===== config.mk =====
export PLATFORM = sky130hd
export DESIGN_NAME = keypad_entry_controller
export DESIGN_NICKNAME = d
export VERILOG_FILES = /design/src/rtl/keypad_pkg.sv /design/src/rtl/entry_timer.sv /design/src/rtl/keypad_entry_controller.sv
export SDC_FILE = /design/constraint.sdc
export NUM_CORES = 1
export LEC_CHECK = 0
export ABC_AREA = 1
export BUFFER_PORTS_ARGS = -buffer_cell sky130_fd_sc_hd__buf_4
export CAP_MARGIN = 20
export CORE_ASPECT_RATIO = 2
export CORE_MARGIN = 8
export CORE_UTILIZATION = 38
export CTS_CLUSTER_DIAMETER = 50
export DETAILED_ROUTE_END_ITERATION = 10
export PLACE_DENSITY = 0.62
export SLEW_MARGIN = 20
export SYNTH_ARGS = -nofsm -noshare
export SYNTH_HDL_FRONTEND = slang
export SYNTH_SLANG_ARGS = --single-unit

===== constraint.sdc =====
create_clock -name clock -period 4.98 [get_ports clock]
set_input_delay 0.498 -clock clock [delete_from_list [all_inputs] [get_ports clock]]
set_output_delay 0.498 -clock clock [all_outputs]
set_load 0.02 [all_outputs]

===== src/rtl/keypad_pkg.sv =====
// rtl/keypad_pkg.sv - shared key codes, FSM state type and digit helper for the keypad entry path
package keypad_pkg;

  localparam logic [3:0] KEY_STAR = 4'hA;
  localparam logic [3:0] KEY_HASH = 4'hB;

  typedef enum logic [1:0] {
    ST_IDLE,
    ST_ENTRY,
    ST_COMMIT
  } state_t;

  function automatic logic is_digit(input logic [3:0] k);
    return (k <= 4'd9);
  endfunction

endpackage


===== src/rtl/entry_timer.sv =====
// rtl/entry_timer.sv - inactivity counter, pulses expire after TIMEOUT_CYCLES enabled idle cycles
module entry_timer #(
  parameter int TIMEOUT_CYCLES = 250_000_000
) (
  input  logic clock,
  input  logic reset,
  input  logic clear,
  input  logic enable,
  output logic expire
);

  generate
    if (TIMEOUT_CYCLES == 0) begin : g_off
      assign expire = 1'b0;
    end else begin : g_on
      localparam int CW = (TIMEOUT_CYCLES > 1) ? $clog2(TIMEOUT_CYCLES) : 1;
      localparam logic [CW-1:0] LAST = CW'(TIMEOUT_CYCLES - 1);

      logic [CW-1:0] cnt;

      // A clear in the expiry cycle wins, so a key landing on that edge is never lost.
      assign expire = enable && !clear && (cnt == LAST);

      always_ff @(posedge clock or posedge reset) begin
        if (reset) begin
          cnt <= '0;
        end else if (clear || expire) begin
          cnt <= '0;
        end else if (enable) begin
          cnt <= cnt + CW'(1);
        end
      end
    end
  endgenerate

endmodule


===== src/rtl/keypad_entry_controller.sv =====
// rtl/keypad_entry_controller.sv - assembles BCD key entries and commits them at an auto-incrementing address
module keypad_entry_controller
  import keypad_pkg::*;
#(
  parameter int N_DIGITS       = 4,
  parameter int ADDR_W         = 4,
  parameter int TIMEOUT_CYCLES = 250_000_000
) (
  input  logic                          clock,
  input  logic                          reset,
  input  logic [3:0]                    key_data,
  input  logic                          key_dav,
  input  logic                          addr_load,
  input  logic [ADDR_W-1:0]             addr_in,
  output logic [4*N_DIGITS-1:0]         entry_value,
  output logic [$clog2(N_DIGITS+1)-1:0] digit_count,
  output logic                          wr_en,
  output logic [ADDR_W-1:0]             wr_addr,
  output logic [4*N_DIGITS-1:0]         wr_data,
  output logic                          overflow,
  output logic                          timeout
);

  localparam int DW = 4 * N_DIGITS;
  localparam int CW = $clog2(N_DIGITS + 1);
  localparam logic [CW-1:0] FULL = CW'(N_DIGITS);

  state_t          state;
  logic            dav_q;
  logic            accept;
  logic            key_digit;
  logic            key_star;
  logic            key_hash;
  logic            timer_clear;
  logic            expire;
  logic [DW-1:0]   shifted;

  assign accept    = key_dav && !dav_q;
  assign key_digit = accept && is_digit(key_data);
  assign key_star  = accept && (key_data == KEY_STAR);
  assign key_hash  = accept && (key_data == KEY_HASH);
  assign shifted   = DW'({entry_value, key_data});

  // Codes C-F are not part of the clear set, so junk keys cannot hold an entry open.
  assign timer_clear = (state != ST_ENTRY) || key_digit || key_star || key_hash;

  entry_timer #(
    .TIMEOUT_CYCLES(TIMEOUT_CYCLES)
  ) u_timer (
    .clock (clock),
    .reset (reset),
    .clear (timer_clear),
    .enable(state == ST_ENTRY),
    .expire(expire)
  );

  always_ff @(posedge clock or posedge reset) begin
    if (reset) begin
      state       <= ST_IDLE;
      dav_q       <= 1'b1;
      entry_value <= '0;
      digit_count <= '0;
      wr_en       <= 1'b0;
      wr_addr     <= '0;
      wr_data     <= '0;
      overflow    <= 1'b0;
      timeout     <= 1'b0;
    end else begin
      dav_q    <= key_dav;
      wr_en    <= 1'b0;
      overflow <= 1'b0;
      timeout  <= 1'b0;
      if (addr_load) begin
        wr_addr <= addr_in;
      end

      case (state)
        ST_IDLE: begin
          if (key_digit) begin
            entry_value <= shifted;
            digit_count <= CW'(1);
            state       <= ST_ENTRY;
          end
        end

        ST_ENTRY: begin
          if (key_digit) begin
            if (digit_count < FULL) begin
              entry_value <= shifted;
              digit_count <= digit_count + CW'(1);
            end else begin
              overflow <= 1'b1;
            end
          end else if (key_star) begin
            entry_value <= '0;
            digit_count <= '0;
            state       <= ST_IDLE;
          end else if (key_hash) begin
            wr_en   <= 1'b1;
            wr_data <= entry_value;
            state   <= ST_COMMIT;
          end else if (expire) begin
            entry_value <= '0;
            digit_count <= '0;
            timeout     <= 1'b1;
            state       <= ST_IDLE;
          end
        end

        ST_COMMIT: begin
          // A concurrent pointer load overrides the post-write increment.
          if (!addr_load) begin
            wr_addr <= wr_addr + ADDR_W'(1);
          end
          entry_value <= '0;
          digit_count <= '0;
          state       <= ST_IDLE;
        end

        default: begin
          state <= ST_IDLE;
        end
      endcase
    end
  end

endmodule

### Yosys cells after proc, flatten, opt, wreduce, memory -nomap -nowiden

Cells that the tools add are included.

* add/subtract/negate cells: 3
* magnitude comparators: 2
* eq/ne operators: 12
* muxes and demuxes: 37
* bitwise logic cells: 2
* reductions and logical operators: 18

Operators by type and width (number)
* $mux 16: 6
* $mux 28: 2
* $pmux 16 s3: 1
* $add 28x1->28 const B: 1
* $eq 28x28->1 const B: 1
* $mux 3: 6
* $mux 1: 12
* $mux 4: 3
* $ne 4x4->1 const B: 3
* $mux 2: 5
* $pmux 3 s3: 1
* $eq 4x4->1 const B: 2
* $logic_and 1x1->1: 6
* $reduce_and 5->1: 1
* $add 4x1->4 const B: 1
* $le 4x4->1 const B: 1
* $logic_or 1x1->1: 4
* $ne 2x2->1 const B: 2
* $pmux 2 s2: 1
* $reduce_and 4->1: 1
* $add 3x1->3 const B: 1
* $lt 3x3->1 const B: 1
* $ne 3x3->1 const B: 1
* $reduce_and 3->1: 1
* other kinds (8): 10

* register bits after elaboration: 73
* bits of input ports: 12
* output and inout bits: 42

### Depth between registers and ports, before layout

Gate-level depths: netlist of run 1.

* depth after elaboration: 14
* mapped depth: 12
* gate-level depth less buffers: 11

### By module

From an unflattened synthesis of run 1, not the netlist that was laid out.

* cell total of the unflattened synthesis: 535
* area total of the unflattened synthesis: 4030.1 um^2

Modules (own cells, without submodules)
* keypad_entry_controller: times used 1, cells each 253, area each 2137.0 um^2
* entry_timer: times used 1, cells each 282, area each 1893.1 um^2

### Worst setup path before layout of run 1

No wires, ideal clock.

* path type: register to register
* from: register state[1]
* to: register wr_data[2]
* setup time: 0.125 ns
* data arrival time: 1.652 ns
* required time: 4.855 ns
* slack: 3.204 ns
* stages on the path, launching flop included: 7
* buffers on the path: 1
* period minus slack after synthesis: 1.776 ns
* path through: dfrtp_1 inv_1 ha_1 inv_2 nor3_4 buf_6 mux2_2

* longest elaborated chain between the ends: 2

RTL lines
* from (decl): RTL line keypad_entry_controller.sv:28 `state_t state;`
* from (signal assigned): RTL line keypad_entry_controller.sv:59 `state <= ST_IDLE;`
* from (signal assigned): RTL line keypad_entry_controller.sv:82 `state <= ST_ENTRY;`
* from (signal assigned): RTL line keypad_entry_controller.sv:97 `state <= ST_IDLE;`
* $eq 2x1->1: RTL line keypad_entry_controller.sv:77 `case (state)`
* $reduce_and 4->1 (no source line)
* to (signal assigned): RTL line keypad_entry_controller.sv:100 `wr_data <= entry_value;`
* to (decl): RTL line keypad_entry_controller.sv:19 `output logic [4*N_DIGITS-1:0] wr_data,`

Every way passes these cells.
A chain may end at the register's enable or synchronous reset.

### Worst setup path in the final report of run 1

* from: register state[1]
* to: register digit_count[2]

* longest elaborated chain between the ends: 9
* elaborated cells between the ends (all ways): 17
* those cells by class: eq/ne (7); mux (1); reduce/logical (9)

RTL lines
* $ne 2x1->1: RTL line keypad_entry_controller.sv:45 `assign timer_clear = (state != ST_ENTRY) || key_digit || key_star || key_hash;`
* $logic_or 1x1->1 (3 in a row): RTL line keypad_entry_controller.sv:45
* $logic_not 1->1: RTL line entry_timer.sv:22 `assign expire = enable && !clear && (cnt == LAST);`
* $logic_and 1x1->1 (2 in a row): RTL line entry_timer.sv:22
* $ne 4x4->1 (no source line)
* $reduce_and 5->1 (no source line)
* to (signal assigned): RTL line keypad_entry_controller.sv:90 `digit_count <= digit_count + CW'(1);`
* to (decl): RTL line keypad_entry_controller.sv:16 `output logic [$clog2(N_DIGITS+1)-1:0] digit_count,`

Several ways; a longest one is shown, not always the timed one.

==> impl_metrics.tcl, run 1 <==
set metrics [dict create \
    mostFrequentLayoutCell "nand2_1" \
    clk_path_buf_depth 2 \
    post_cts_buffers 0 \
    r2r_slack_ns 2.51 \
    max_freq_mhz 405.4 \
    cts_resized 0 \
    seq_area_mm2 0.001828 \
    overflow 0 \
    seq_area_frac_synth 0.4724 \
    firstDrtPassIters 4 \
    grt_setup_unrepaired "false" \
    ys_types 35 \
    grt_max_degree 74 \
    synth.net_count 450 \
    power_leakage_nw 2.200 \
    antenna_found_initial 0 \
    wirelength_um 9134 \
    ant_nets 0 \
    totalNegativeSetupSlack_ns 0 \
    hold_path_end "dav_q" \
    numCtsBuffers 9 \
    wl_per_cell_um 14.57 \
    multi_input_area_mm2 0.001773 \
    dp.cells 611 \
    die_area_mm2 0.01387 \
    htree_levels 3 \
    num_antenna_cells 0 \
    syn_inst 432 \
    path_class "reg2reg" \
    clock_sinks 73 \
    post-route-min-period_ns 2.467 \
    die_h_um 158.7 \
    timing.rr.start "state[1]" \
    reg2reg_depth 8 \
    drc 0 \
    portBuffers 53 \
    worst_slew_pin_slew_ns 0.9715 \
    row_count 52 \
    worstHoldStart "key_dav" \
    peakVddDrop_v 0.0001881 \
    crit_required_ns 5.25 \
    synthFlopType "dfrtp_1" \
    outcome "complete, no violations" \
    fill_cells 1018 \
    start_util 0.3862 \
    hp-class "in2reg" \
    vias 3048 \
    drv_cap 0 \
    endpoint_kind "flop" \
    async_flop_share 1.000 \
    r2r-end "digit_count[2]" \
    synth-edff-count 0 \
    syn_area_per_cell_um2 8.958 \
    synth_warnings 0 \
    track_usage 0.1404 \
    clk_pin_slew_ns 0.06 \
    layout_common_cells "nand2_1, dfrtp_1, nor2_1" \
    first_iter_violations 114 \
    arrival_ns 2.74 \
    tritoncts "done" \
    start_kind "flop" \
    area_growth_pct 20.92 \
    hold_path_depth 1 \
    slew_headroom 0.3502 \
    coreArea_mm2 0.01002 \
    fin_crit_sh 0.4953 \
    grt_pass1_wl_um 15100 \
    drive_gt1_frac 0.2602 \
    io_pins 54 \
    syn_area_mm2 0.003870 \
    hold_viol 0 \
    grt_pass1_vias 3121 \
    drv_slew 0 \
    synth_seq_cells 73 \
    worst-path-max-fanout 20 \
    cts.hold.buffers_added 0 \
    clockRootBuffer "clkbuf_16" \
    hpwl_um 6862 \
    final_cells 627 \
    gp_congestion 0.9082 \
    worstSkewPairLatency_ns 0.34 \
    vias_per_cell 4.861 \
    p_total_mw 2.102 \
    power_density_mw_per_mm2 449.2 \
    layout.nets 505 \
    finClkSkew_ns 0.009833 \
    finalSetupViolCount 0 \
    die_w_um 87.36 \
]
[through the flow]
stage	cell area, µm²	util	setup slack, ns	hold slack (ns)
global placement	4329	0.4321	2.444	0.4647
CTS	4679	0.4670	2.426	0.2639
floorplan	3870	-	2.630	0.4552
global route	4679	0.4670	2.276	0.2648
finish	4679	0.4670	2.513	0.2778
detailed placement	4329	0.4321	2.397	0.4709
[synthesized netlist by cell type, drive strengths merged, types with 4 or more instances]
cell type / count / share of area
xor2: 17 / 0.038
buf: 9 / 0.027
nand3: 35 / 0.061
nand2: 108 / 0.12
mux2: 16 / 0.047
nor3: 9 / 0.015
nor2: 72 / 0.076
a21boi: 15 / 0.029
inv: 41 / 0.040
dfrtp: 72 / 0.47
nand4: 8 / 0.013
xnor2: 4 / 0.0091
ha: 6 / 0.019
a21oi: 6 / 0.0078
[state kept, by name (all words and copies together), names as in the netlist, named ones only]
signal            cells
digit_count           3
u_timer.g_on.cnt     28
dav_q                 1
wr_en                 1
overflow              1
state                 2
entry_value          16
wr_addr               3
timeout               1
wr_data              16
[kinds of logic after synthesis]
kind of cell | Yosys count | share of synthesized area
buf+inv | 51 | 0.06951
xor+xnor | 21 | 0.04753
simple gates | 237 | 0.2949
flops | 73 | 0.4724
mux | 18 | 0.05173
compound gates | 26 | 0.04462
fa+ha+maj | 6 | 0.01940
[layout make-up]
| type | count | share of cell area |
|---|---|---|
| Multi-Input combinational cell | 308 | 0.3789 |
| Tap cell | 135 | 0.03610 |
| Sequential cell | 73 | 0.3906 |
| Timing Repair Buffer | 54 | 0.08663 |
| Clock inverter | 7 | 0.02674 |
| Clock buffer | 9 | 0.04813 |
| Inverter | 41 | 0.03289 |
[worst max-delay path, cell delays in order (launching register included)]
cell and delay, ns:
dfrtp_1 0.39, inv_1 0.08, ha_1 0.24, inv_2 0.09
nor3_4 0.79, nor2_4 0.30, nand2_4 0.33, nand2_1 0.08
nand2_1 0.07
[worst max path at each step]
stage                         from                         end  slack [ns]  cells past startpoint
final                     state[1]              digit_count[2]        2.51                      8
after global routing      state[1]              digit_count[2]        2.28                      8
after CTS                 state[1]              digit_count[1]        2.43                      8
after detailed placement   key_dav              digit_count[1]        2.40                      9
after global placement     key_dav              digit_count[0]        2.44                      9
after floorplan              reset  asynchronous set/reset pin        2.63                      1
[power by group]
| group | leakage (nW) | switching (mW) | internal [mW] |
|---|---|---|---|
| registers | 0.989 | 0.0871 | 0.679 |
| clock network | 0.171 | 0.260 | 0.494 |
| logic | 1.04 | 0.369 | 0.214 |
| total | 2.20 | 0.716 | 1.39 |
[layer usage]
layer / vias up / GRT usage / wire length (µm)
met4: 0 / 0.08287 / 363
met2: 77 / 0.2547 / 5154
met1: 1461 / 0.1344 / 3224
met5: - / 0 / 0
met3: 24 / 0.03619 / 391
li1: 1486 / - / -
(Power assumes the default switching activity.)
==> inputs of run 2 (changes only) <==
Settings changed: ABC_AREA 1 to 0, PLACE_DENSITY 0.62 to 0.64.
Clock period 4.98 ns to 2.1 ns, I/O delays scaled along.
==> impl_metrics.tcl, run 2 <==
set metrics [dict create \
    numCtsBuffers 9 \
    synth.net_count 364 \
    num_antenna_cells 0 \
    vias_per_cell 5.043 \
    start_kind "flop" \
    swShare 0.3223 \
    seq_area_frac_synth 0.5313 \
    timing.rr.start "u_timer.g_on.cnt[1]" \
    worst-path-max-fanout 16 \
    largest_reg_flops 28 \
    fill_cells 817 \
    p_clk_frac 0.333 \
    layout_common_cells "nand2_1, buf_4, dfrtp_1" \
    clk_path_buf_depth 2 \
    async_flop_share 1.000 \
    wl_per_cell_um 15.10 \
    grt_pass1_vias 2854 \
    tritoncts "done" \
    gp_congestion 0.8222 \
    slowest_delay_ns 0.57 \
    crit_required_ns 2.31 \
    grt_pass1_wl_um 13860 \
    hpwl_um 6150 \
    peakVddDrop_v 0.0005289 \
    r2r-end "entry_value[4]" \
    overflow 0 \
    die_area_mm2 0.01254 \
    seq_area_mm2 0.001828 \
    synth_top_area_share 0.5236 \
    syn_inst 346 \
    ys_types 44 \
    post-route-min-period_ns 2.096 \
    power_leakage_nw 2.219 \
    syn_area_per_cell_um2 9.945 \
    multi_input_area_mm2 0.001505 \
    finalInstanceArea_mm2 0.004542 \
    r2r_slack_ns 0.004 \
    start_util 0.3871 \
    worstSkewPairLatency_ns 0.33 \
    post-place-ws_ns 0.004966 \
    p_total_mw 5.233 \
    hold_path_end "wr_addr[2]" \
    reg2reg_depth 7 \
    synth_seq_cells 73 \
    slew_headroom 0.7192 \
    power_frac_seq 0.350 \
    portBuffers 53 \
    clock_sinks 73 \
    place_area_mm2 0.004128 \
    fin_crit_sh 0.9982 \
    clk_pin_slew_ns 0.06 \
    outcome "complete, no violations" \
    syn_area_mm2 0.003441 \
    clockRootBuffer "clkbuf_16" \
    pwr-share-comb 0.317 \
    drv_cap 0 \
    vias 2683 \
    arrival_ns 2.31 \
    synth_warnings 0 \
    first_iter_violations 83 \
    io_pins 54 \
    setup_ws_ns 0.003801 \
    grt_max_degree 38 \
    endpoint_kind "flop" \
    finClkSkew_ns 0.005388 \
    drv_slew 0 \
    worstHoldStart "addr_in[2]" \
    ant_nets 0 \
    p_switching_mw 1.686 \
    path_class "reg2reg" \
    grt_setup_unrepaired "true" \
    synth_top_area_cell "dfrtp_1" \
    power_density_mw_per_mm2 1152 \
    die_w_um 83.29 \
    slowest_stage "or4_4" \
    row_count 49 \
    synthFlopType "dfrtp_1" \
    hold_path_depth 3 \
    antenna_found_initial 0 \
    area_growth_pct 32.00 \
    track_usage 0.1377 \
    regMostFlops "u_timer.g_on.cnt" \
    reg_top3 "u_timer.g_on.cnt: 28 flops, entry_value: 16 flops, wr_data: 16 flops" \
    finalSetupViolCount 0 \
    worst_slew_pin_slew_ns 0.4208 \
    die_h_um 150.6 \
    crit_chain "ha_4, nand4_4, or4_4, nor4b_4, o21bai_4, buf_12, mux2i_1" \
    layout.nets 443 \
    utilization 0.5109 \
    max_freq_mhz 477.1 \
    totalNegativeSetupSlack_ns 0 \
    hold_viol 0 \
    hp-class "in2reg" \
    p_int_mw 3.547 \
    wirelength_um 8034 \
    synthTopCellsByArea "dfrtp_1, nand2_1, mux2i_1" \
    synth_common_cells "nand2_1, dfrtp_1, nor2_1, inv_1, xor2_1" \
    drive_gt1_frac 0.2698 \
    yosysMostFrequentCell "nand2_1" \
    firstDrtPassIters 4 \
    synth-edff-count 0 \
    coreArea_mm2 0.008890 \
    drc 0 \
    htree_levels 3 \
]
-- run 2: cell count changes in the layout (fill, tap and decap cells not counted), moves of 10 or more --
cell and delta:
nand3_1 -10, nand2_2 -22, a21boi_0 -15, inv_1 -14, o21ai_0 +12, nand2_1 -10, mux2i_1 +15, nor2_1 -32
buf_4 +21, nand3_2 -12
-- run 2: through the flow --
step                      hold WS, ns  std cells
final                         0.08008        532
after global routing          0.07901        532
after CTS                     0.07009        532
after detailed placement       0.2207        514
after global placement         0.2174        514
after floorplan                0.2145        346
-- run 2: final cells by class --
type                       count  area share
clock buffer                   9     0.04959
clock inverter                 7     0.02617
inverter                      25     0.02066
multi-input combinational    236      0.3314
sequential                    73      0.4025
tap                          102     0.02810
timing repair buffer          80      0.1416
-- run 2: cells by family (layout without fill, tap and decap cells) --
kind of cell	Yosys count	after routing	synth area share
simple gates	159	159	0.2218
flops	73	73	0.5313
buf+inv	37	121	0.05200
xor+xnor	28	28	0.07127
compound gates	22	22	0.03855
mux	21	21	0.06327
fa+ha+maj	6	6	0.02182
-- run 2: how the worst max path moves through the flow --
stage                     slack, ns  cells after the start               to                 start
after floorplan               0.002                      7   digit_count[0]   u_timer.g_on.cnt[0]
after global placement         0.03                      6   digit_count[0]  u_timer.g_on.cnt[11]
after detailed placement      0.005                      7   entry_value[8]   u_timer.g_on.cnt[1]
after CTS                     0.004                      7  entry_value[14]   u_timer.g_on.cnt[1]
after global routing          -0.09                      7  entry_value[14]   u_timer.g_on.cnt[1]
final                         0.004                      7   entry_value[4]   u_timer.g_on.cnt[1]
-- run 2: metal layers --
metal,routed length (µm),global-route usage
met1,2870,0.1282
met4,191,0.06460
met2,4623,0.2636
met3,349,0.04171
met5,0,0
-- run 2: power by group through the flow --
| stage | clock network (mW) | logic, mW | registers [mW] |
|---|---|---|---|
| after floorplan | 0 | 0.800 | 2.07 |
| after global placement | 0 | 1.62 | 1.85 |
| after detailed placement | 0 | 1.66 | 1.86 |
| after CTS | 1.79 | 1.66 | 1.84 |
| after global routing | 1.84 | 1.83 | 1.87 |
| final | 1.74 | 1.66 | 1.83 |
-- run 2: timing repair --
action                                  4_1_cts  5_1_grt
endpoints found under the setup margin        4       49
pin swaps                                     1        0
buffers inserted                              0        0
endpoints found under the hold margin        16        0
gates resized for setup                       2        7
hold buffers                                  2        0
-- run 2: critical path: cells and delay by family (launching register included) --
family | cells | cell delay [ns]
adders and majority gates | 1 | 0.17
muxes | 1 | 0.12
buffers and inverters | 1 | 0.18
and+or+nand+nor | 3 | 0.96
DFF | 1 | 0.39
AOI/OAI and AO/OA | 1 | 0.15
==> inputs of run 3 (changes only) <==
==> constraint.sdc (replaced) <==
create_clock -name clock -period 2.1 [get_ports clock]
set_input_delay 0.105 -clock clock [delete_from_list [all_inputs] [get_ports clock]]
set_output_delay 0.105 -clock clock [all_outputs]
set_load 0.02 [all_outputs]
==> impl_metrics.tcl, run 3 (synthesis results as in run 2) <==
set metrics [dict create \
    drc 0 \
    track_usage 0.1330 \
    numCtsBuffers 9 \
    area_growth_pct 34.29 \
    worstSkewPairLatency_ns 0.33 \
    clockRootBuffer "clkbuf_16" \
    slew_headroom 0.7238 \
    die_area_mm2 0.01254 \
    reg_top3 "u_timer.g_on.cnt: 28 flops, entry_value: 16 flops, wr_data: 16 flops" \
    final_cells 538 \
    io_pins 54 \
    clk_path_buf_depth 2 \
    num_antenna_cells 0 \
    hold_viol 0 \
    wirelength_um 8134 \
    power_leakage_nw 2.273 \
    firstDrtPassIters 4 \
    utilization 0.5198 \
    htree_levels 3 \
    place_area_mm2 0.004128 \
    grt_pass1_wl_um 13590 \
    drv_cap 0 \
    worst-path-max-fanout 5 \
    clk_pin_slew_ns 0.06 \
    largest_reg_flops 28 \
    drv_slew 0 \
    timing.rr.start "u_timer.g_on.cnt[0]" \
    crit_required_ns 2.32 \
    clock_sinks 73 \
    peakVddDrop_v 0.0004671 \
    outcome "complete, but fails checks" \
    finalSetupViolCount 1 \
    grt_setup_unrepaired "true" \
    regMostFlops "u_timer.g_on.cnt" \
    grt_max_degree 39 \
    finalInstanceArea_mm2 0.004621 \
    setup_ws_ns -0.01366 \
    antenna_found_initial 0 \
    hpwl_um 6048 \
    vias 2647 \
    row_count 49 \
    post-route-min-period_ns 2.114 \
    wl_per_cell_um 15.12 \
    portBuffers 53 \
    p_total_mw 5.481 \
    violations "negative setup slack" \
    dp.cells 514 \
    ant_nets 0 \
    grt_pass1_vias 2797 \
    mostFrequentLayoutCell "buf_4" \
    vias_per_cell 4.920 \
    hp-class "in2reg" \
    reg2reg_depth 7 \
    coreArea_mm2 0.008890 \
    endpoint_kind "flop" \
    r2r-end "digit_count[2]" \
    power_density_mw_per_mm2 1186 \
    hold_path_depth 2 \
    tritoncts "done" \
    die_h_um 150.6 \
    die_w_um 83.29 \
    finClkSkew_ns 0.007261 \
    start_kind "flop" \
    arrival_ns 2.34 \
    first_iter_violations 78 \
    layout.nets 450 \
    layout_common_cells "buf_4, nand2_1, dfrtp_1" \
    path_class "reg2reg" \
    fin_crit_sh 1.007 \
    r2r_slack_ns -0.01 \
    worst_slew_pin_slew_ns 0.4139 \
    max_freq_mhz 473.1 \
    drive_gt1_frac 0.2683 \
    gp_congestion 0.8649 \
    overflow 0 \
    worstHoldStart "addr_load" \
    start_util 0.3871 \
]
-- run 3: changes by cell type in the layout (fill, tap and decap cells not counted), sizes merged --
cell,previous run,this run
bufinv,3,4
dlygate4sd3,2,5
clkbuf,9,11
clkinv,2,0
buf,78,81
clkinvlp,2,1
-- run 3: repair_timing --
| item | 4_1_cts | 5_1_grt |
|---|---|---|
| cloned | 0 | 1 |
| gates resized for setup | 1 | 4 |
| pin swaps | 1 | 4 |
| hold buffers | 4 | 1 |
| setup buffers | 0 | 3 |
| endpoints found under the setup margin | 3 | 19 |
| hold endpoints to repair | 13 | 1 |
-- run 3: final cells by class --
type,count,area [µm²]
Inverter,25,93.84
Tap cell,102,127.6
Clock inverter,5,127.6
Timing Repair Buffer,87,720.7
Multi-Input combinational cell,236,1484
Sequential cell,73,1828
Clock buffer,10,239.0
Fill cell,811,4269
-- run 3: where the power goes --
part,switching (mW),total (mW),leakage [nW],internal [mW]
Combinational,0.953,1.78,1.11,0.829
Sequential,0.191,1.83,0.989,1.64
Clock,0.563,1.87,0.175,1.31
-- run 3: routing by layer --
| metal | vias to the layer above | GRT usage | wire [µm] |
|---|---|---|---|
| li1 | 1310 | - | - |
| met1 | 1266 | 0.1297 | 2976 |
| met2 | 62 | 0.2538 | 4705 |
| met3 | 9 | 0.03846 | 341 |
| met4 | 0 | 0.05133 | 112 |
| met5 | - | 0 | 0 |
-- run 3: worst max path at each step --
stage	startpoint	to	slack [ns]	cells after the start
final	u_timer.g_on.cnt[0]	digit_count[2]	-0.01	7
after global routing	u_timer.g_on.cnt[0]	entry_value[1]	-0.07	7
after CTS	u_timer.g_on.cnt[1]	entry_value[1]	0.004	7
after detailed placement	u_timer.g_on.cnt[1]	entry_value[1]	0.003	7
after global placement	u_timer.g_on.cnt[1]	digit_count[0]	0.06	6
after floorplan	u_timer.g_on.cnt[0]	digit_count[0]	0.002	7
-- run 3: worst max-delay path: stages, from the launching register on --
cell	delay (ns)
dfrtp_1	0.39
ha_4	0.17
nand4_4	0.10
or4_4	0.52
nor4b_4	0.33
o21bai_4	0.15
buf_4	0.16
a21o_2	0.19
-- run 3: through the flow --
| step | hold slack (ns) | worst slack [ns] | TNS, ns |
|---|---|---|---|
| 6_report | 0.01850 | -0.01366 | -0.01366 |
| 4_1_cts | 0.003368 | 0.003837 | 0 |
| 3_5_place_dp | 0.07181 | 0.002829 | 0 |
| 2_1_floorplan | 0.1095 | 0.001841 | 0 |
| 5_1_grt | 0.008777 | -0.07000 | -0.8428 |
| 3_3_place_gp | 0.05952 | 0.05578 | 0 |
